--- src/rtl/regfile_mp_if.sv ---
// Bus bundle for the multi-port register file: write ports, read ports and status.
// The master drives writes and read addresses; the slave (the file) returns data and status.
interface regfile_mp_if #(
    parameter int WIDTH = 32,
    parameter int DEPTH = 32,
    parameter int NR    = 2,
    parameter int NW    = 2
);
    localparam int AW = $clog2(DEPTH);

    logic [NW-1:0]       we;
    logic [NW*AW-1:0]    waddr;
    logic [NW*WIDTH-1:0] wdata;
    logic [NR*AW-1:0]    raddr;
    logic [NR*WIDTH-1:0] rdata;
    logic                ready;
    logic                wr_conflict;

    modport master (
        output we, waddr, wdata, raddr,
        input  rdata, ready, wr_conflict
    );

    modport slave (
        input  we, waddr, wdata, raddr,
        output rdata, ready, wr_conflict
    );
endinterface

--- src/rtl/regfile_mp.sv ---
// Multi-port register file: NW synchronous writes, NR combinational reads, and a
// clear sweep after reset that zeroes one entry per cycle before ready is raised.
module regfile_mp #(
    parameter int WIDTH    = 32,
    parameter int DEPTH    = 32,
    parameter int NR       = 2,
    parameter int NW       = 2,
    parameter int ZERO_REG = 1,
    parameter int BYPASS   = 1,
    localparam int AW      = $clog2(DEPTH)
) (
    input  logic         clk,
    input  logic         rst,
    regfile_mp_if.slave  bus
);
    typedef enum logic {CLEAR, RUN} state_t;

    state_t           state;
    logic [AW-1:0]    ptr;
    logic             ready_q;
    logic             conflict_q;
    logic             collide;
    logic [NR*WIDTH-1:0] rdata_c;
    logic [WIDTH-1:0] mem [DEPTH];

    always_comb begin
        collide = 1'b0;
        for (int i = 0; i < NW; i++) begin
            for (int k = i + 1; k < NW; k++) begin
                if (bus.we[i] && bus.we[k] &&
                    bus.waddr[i*AW +: AW] == bus.waddr[k*AW +: AW])
                    collide = 1'b1;
            end
        end
    end

    always_ff @(posedge clk) begin
        if (rst) begin
            state      <= CLEAR;
            ptr        <= '0;
            ready_q    <= 1'b0;
            conflict_q <= 1'b0;
        end else begin
            conflict_q <= (state == RUN) && collide;
            if (state == CLEAR) begin
                ptr <= ptr + AW'(1);
                if (ptr == AW'(DEPTH - 1)) begin
                    state   <= RUN;
                    ready_q <= 1'b1;
                end
            end
        end
    end

    // No reset on the array: the sweep is the only way it gets cleared.
    // Later ports are assigned last, so the highest-index port wins a collision.
    always_ff @(posedge clk) begin
        if (state == CLEAR) begin
            mem[ptr] <= '0;
        end else begin
            for (int i = 0; i < NW; i++) begin
                if (bus.we[i] && !(ZERO_REG != 0 && bus.waddr[i*AW +: AW] == '0))
                    mem[bus.waddr[i*AW +: AW]] <= bus.wdata[i*WIDTH +: WIDTH];
            end
        end
    end

    always_comb begin
        logic [AW-1:0]    ra;
        logic [WIDTH-1:0] v;
        rdata_c = '0;
        ra      = '0;
        v       = '0;
        for (int j = 0; j < NR; j++) begin
            ra = bus.raddr[j*AW +: AW];
            v  = '0;
            if (state == RUN && !(ZERO_REG != 0 && ra == '0)) begin
                v = mem[ra];
                if (BYPASS != 0) begin
                    for (int i = 0; i < NW; i++) begin
                        if (bus.we[i] && bus.waddr[i*AW +: AW] == ra)
                            v = bus.wdata[i*WIDTH +: WIDTH];
                    end
                end
            end
            rdata_c[j*WIDTH +: WIDTH] = v;
        end
    end

    assign bus.rdata       = rdata_c;
    assign bus.ready       = ready_q;
    assign bus.wr_conflict = conflict_q;
endmodule

--- src/flat_wrapper.sv ---
// flat-port wrapper written by rule: the top's interface ports become plain ports
module regfile_mp_flat 
#(
    parameter int WIDTH    = 32,
    parameter int DEPTH    = 32,
    parameter int NR       = 2,
    parameter int NW       = 2,
    parameter int ZERO_REG = 1,
    parameter int BYPASS   = 1,
    localparam int AW      = $clog2(DEPTH)
)
  (clk, rst, bus_we, bus_waddr, bus_wdata, bus_raddr, bus_rdata, bus_ready, bus_wr_conflict);
  regfile_mp_if #(.WIDTH(WIDTH), .DEPTH(DEPTH), .NR(NR), .NW(NW)) bus_i ();
  input  logic clk;
  input  logic rst;
  input wire logic [$bits(bus_i.we)-1:0] bus_we;
  input wire logic [$bits(bus_i.waddr)-1:0] bus_waddr;
  input wire logic [$bits(bus_i.wdata)-1:0] bus_wdata;
  input wire logic [$bits(bus_i.raddr)-1:0] bus_raddr;
  output wire logic [$bits(bus_i.rdata)-1:0] bus_rdata;
  output wire logic [$bits(bus_i.ready)-1:0] bus_ready;
  output wire logic [$bits(bus_i.wr_conflict)-1:0] bus_wr_conflict;
  assign bus_i.we = bus_we;
  assign bus_i.waddr = bus_waddr;
  assign bus_i.wdata = bus_wdata;
  assign bus_i.raddr = bus_raddr;
  assign bus_rdata = bus_i.rdata;
  assign bus_ready = bus_i.ready;
  assign bus_wr_conflict = bus_i.wr_conflict;
  regfile_mp #(.WIDTH(WIDTH), .DEPTH(DEPTH), .NR(NR), .NW(NW), .ZERO_REG(ZERO_REG), .BYPASS(BYPASS)) u_core (.clk(clk), .rst(rst), .bus(bus_i));
endmodule
--- config.mk ---
export PLATFORM = sky130hd
export DESIGN_NAME = regfile_mp_flat
export DESIGN_NICKNAME = d
export VERILOG_FILES = /design/src/rtl/regfile_mp_if.sv /design/src/rtl/regfile_mp.sv /design/src/flat_wrapper.sv
export SDC_FILE = /design/constraint.sdc
export NUM_CORES = 2
export LEC_CHECK = 0
export ABC_AREA = 1
export CORE_UTILIZATION = 40
export CTS_CLUSTER_DIAMETER = 120
export DETAILED_ROUTE_END_ITERATION = 6
export PLACE_DENSITY_LB_ADDON = 0.25
export SYNTH_ARGS = -nofsm -noshare
export SYNTH_HDL_FRONTEND = slang
export SYNTH_SLANG_ARGS = --single-unit
--- constraint.sdc ---
create_clock -name clk -period 10.5 [get_ports clk]
set_clock_uncertainty 0.05 [all_clocks]
set_input_delay 2.1 -clock clk [delete_from_list [all_inputs] [get_ports clk]]
set_output_delay 2.1 -clock clk [all_outputs]
set_load 0.005 [all_outputs]
==> impl_metrics.toml <==
[outcome]
outcome = "finished, violations left"
violations = "DRC"

[cells_and_area]
nFillCells = 15463
final_cell_mix = "nand2_1, nand3_1, o21ai_0, edfxtp_1, a21oi_1"
fin_nets = 8418
regArea_mm2 = 0.0309
drive_above_1_share_pct = 4.91
multi_input_area_mm2 = 0.0292
area_growth_pct = 9.27
final_common_cell = "nand2_1"

[hold_path]
hold_start = "u_core.ptr[4]$_SDFFE_PP0N_"
hold_class = "flip-flop to flip-flop"

[drt]
first_iter_violations = 10712
vias = 64603
ant_nets = 0
route.detailed.drc = 24
wl_um = 290000
wl_per_cell_um = 27.6
avgViaCountPerCell = 6.15
drt-pass1-iter-count = 7

[floorplanning]
floorplan.die.height_um = 402
die_x_um = 402
io_pins = 154
die-area_mm2 = 0.162
initial_core_util_pct = 40.4
core_mm2 = 0.159
num_rows = 146

[grt]
grt_use_total_pct = 34.7
grt-ovfl-total = 0
antenna_found_initial = 16
grt_pass1_wl_um = 410000
grt_pass1_vias = 59224
grt_max_degree = 204

[cts]
htreeDepth = 3
cts_buffer_depth = 3
cts_tree = "built"
path_clk_slew_ns = 0.06
cts.sinks = 1032
insertion_delay_ns = 0.75
hold_buffers = 0
root_buffer = "clkbuf_16"
post_cts_buffers = 0
cts_resized = 0
cts_made_buffers = 114

[yosys]
ys_ff_latch = 1032
synth-seq-area-share_pct = 48.3
yosys.area.top_type = "edfxtp_1"
netlist_area_mm2 = 0.0641
synth_nets = 8825
ys_types = 37
synthCells = 8735
synth_area_leaders = "edfxtp_1, nand2_1, nand3_1"
avgSynthCellArea_um2 = 7.33
synth_top_cell_area_share_pct = 48.0
yosysWarnings = 0

[worst_setup_path]
crit_required_ns = 8.35
crit_family = "buffers and inverters"
crit_path_start_kind = "primary input"
cp_slowest_cell = "clkinv_2"
timing_worst_setup_path_type = "primary input to output pin"
cp_cell_sequence = "buf_4 > clkinv_2 > o22ai_1 > nor2_1 > nand3_2 > buf_4 > clkinv_1 > buf_4 > nor2_1 > a21oi_1 > clkdlybuf4s50_1"
reg2reg_from = "u_core.state$_SDFF_PP0_"
max_stage_delay_ns = 0.92
crit_arrival_ns = 6.18
crit_path_start = "bus_raddr[4]"
cp_num_buf_inv = 6
worstSetupEndpointType = "output pin"
cpMostUsedCell = "buf_4"
critical_path_peak_fanout = 34

[power]
p_int_uw = 7030
max-vdd-ir-drop_mv = 0.124
swShare_pct = 27.6
powerDensity_mw_per_mm2 = 139
p_leak_uw = 0.0264
total_power_uw = 9710
clockPowerShare_pct = 41.7
p_switching_uw = 2690
p_comb_share_pct = 11.7
pwr-share-seq_pct = 46.6

[placed_design]
dp_hpwl_um = 155000
pre_cts_slack_ns = 2.41
port_buffers = 153
gp_congestion = 0.895

[timing]
hold_violations = 0
slew-limit-headroom_pct = 6.38
setup_slack_ns = 2.17
min_period_over_period_pct = 79.4
setup_violations = 0
rsz0062_at_grt = "no"
max_freq_mhz = 120
timing.setup.tns_ns = 0
drv_slew = 0
worstMarginPinSlew_ns = 1.40
fin_crit_ns = 8.33

[job]
drv_cap = 0
[worst reg2reg max path: stages (launching register included)]
cell	delay, ns
dfxtp_1	0.73
nand3_2	0.65
nand2_1	0.31
o21ai_0	0.18
inv_1	0.13
nand3_1	0.72
o21ai_4	1.32
buf_4	0.62
[path summary, 6_finish.rpt]
path / to / slack (ns) / depth (start not counted)
setup / recovery: bus_rdata[10] / 2.17 / 11
hold / removal: u_core.ptr[4]$_SDFFE_PP0N_ / 0.48 / 2
setup reg to reg: u_core.mem[7][6]$_DFFE_PP_ / 5.44 / 7
hold reg to reg: u_core.ptr[4]$_SDFFE_PP0N_ / 0.48 / 2
[cell type report]
cell class | count | share of cell area, %
Clock inverter | 58 | 0.733
Sequential cell | 1032 | 44.2
Timing Repair Buffer | 298 | 3.94
Multi-Input combinational cell | 6653 | 41.7
Tap cell | 2072 | 3.70
Antenna cell | 3 | 0.0107
Clock buffer | 154 | 4.42
Inverter | 229 | 1.29
[stage by stage]
stage          area [um2]  std cells  hold slack, ns  util, %
6_report            70000      10499           0.476     44.1
5_1_grt             70000      10496           0.518     44.1
4_1_cts             70000      10496           0.472     44.1
3_5_place_dp        66400      10284           0.463     41.8
3_3_place_gp        66400      10284           0.441     41.8
2_1_floorplan       64100       8735           0.410        -
[sequential cells by signal, indices dropped and copies added (netlist names)]
name                    count
u_core.ptr                  5
u_core.state                1
u_core.bus.ready            1
u_core.bus.wr_conflict      1
u_core.mem               1024
[metal layers]
metal  track usage [%]  share of wire, %  vias up
li1                  -                 -    28403
met1              43.3                35    29727
met2              52.0                42     5189
met3              10.2                15     1264
met4              22.9               7.6       20
met5            0.0892             0.040        -
[synthesized netlist by cell type]
master	n
o21ai_0	1113
nor3b_1	1
nor4b_1	1
a211oi_1	2
buf_2	230
nor2_2	6
nand2_1	3630
o21ai_1	161
nor4_1	1
buf_6	21
clkbuf_2	16
o21bai_1	6
nor2_1	199
nor3_1	6
edfxtp_1	1024
inv_2	9
o22ai_1	15
nand2_2	2
nand3_1	1172
nand4_1	3
clkinv_1	3
nand4_4	2
inv_4	1
buf_1	86
buf_4	17
nand3_2	1
nor3_2	1
o221ai_1	1
a21oi_1	321
clkbuf_1	451
xor2_1	3
ha_1	2
nor4_4	1
nor2_4	2
dfxtp_1	8
nand2_4	1
inv_1	216
[power groups by stage]
stage	registers, uW	clock network (uW)	logic [uW]
finish	4530	4050	1140
global route	4530	4180	1180
CTS	4530	4040	1080
detailed placement	4620	0	1080
global placement	4620	0	1070
floorplan	4620	0	633
[logic make-up (layout without fill, tap and decap cells)]
| group | after synthesis | in the layout | share of synthesized area (%) |
|---|---|---|---|
| compound gates | 1619 | 1619 | 12.7 |
| flops | 1032 | 1032 | 48.3 |
| fa+ha+maj | 2 | 2 | 0.0391 |
| simple gates | 5029 | 5029 | 32.0 |
| xor+xnor | 3 | 3 | 0.0410 |
| other cells | 0 | 3 | 0 |
| buf+inv | 1050 | 739 | 6.98 |
Power figures use the tool's default switching activity.
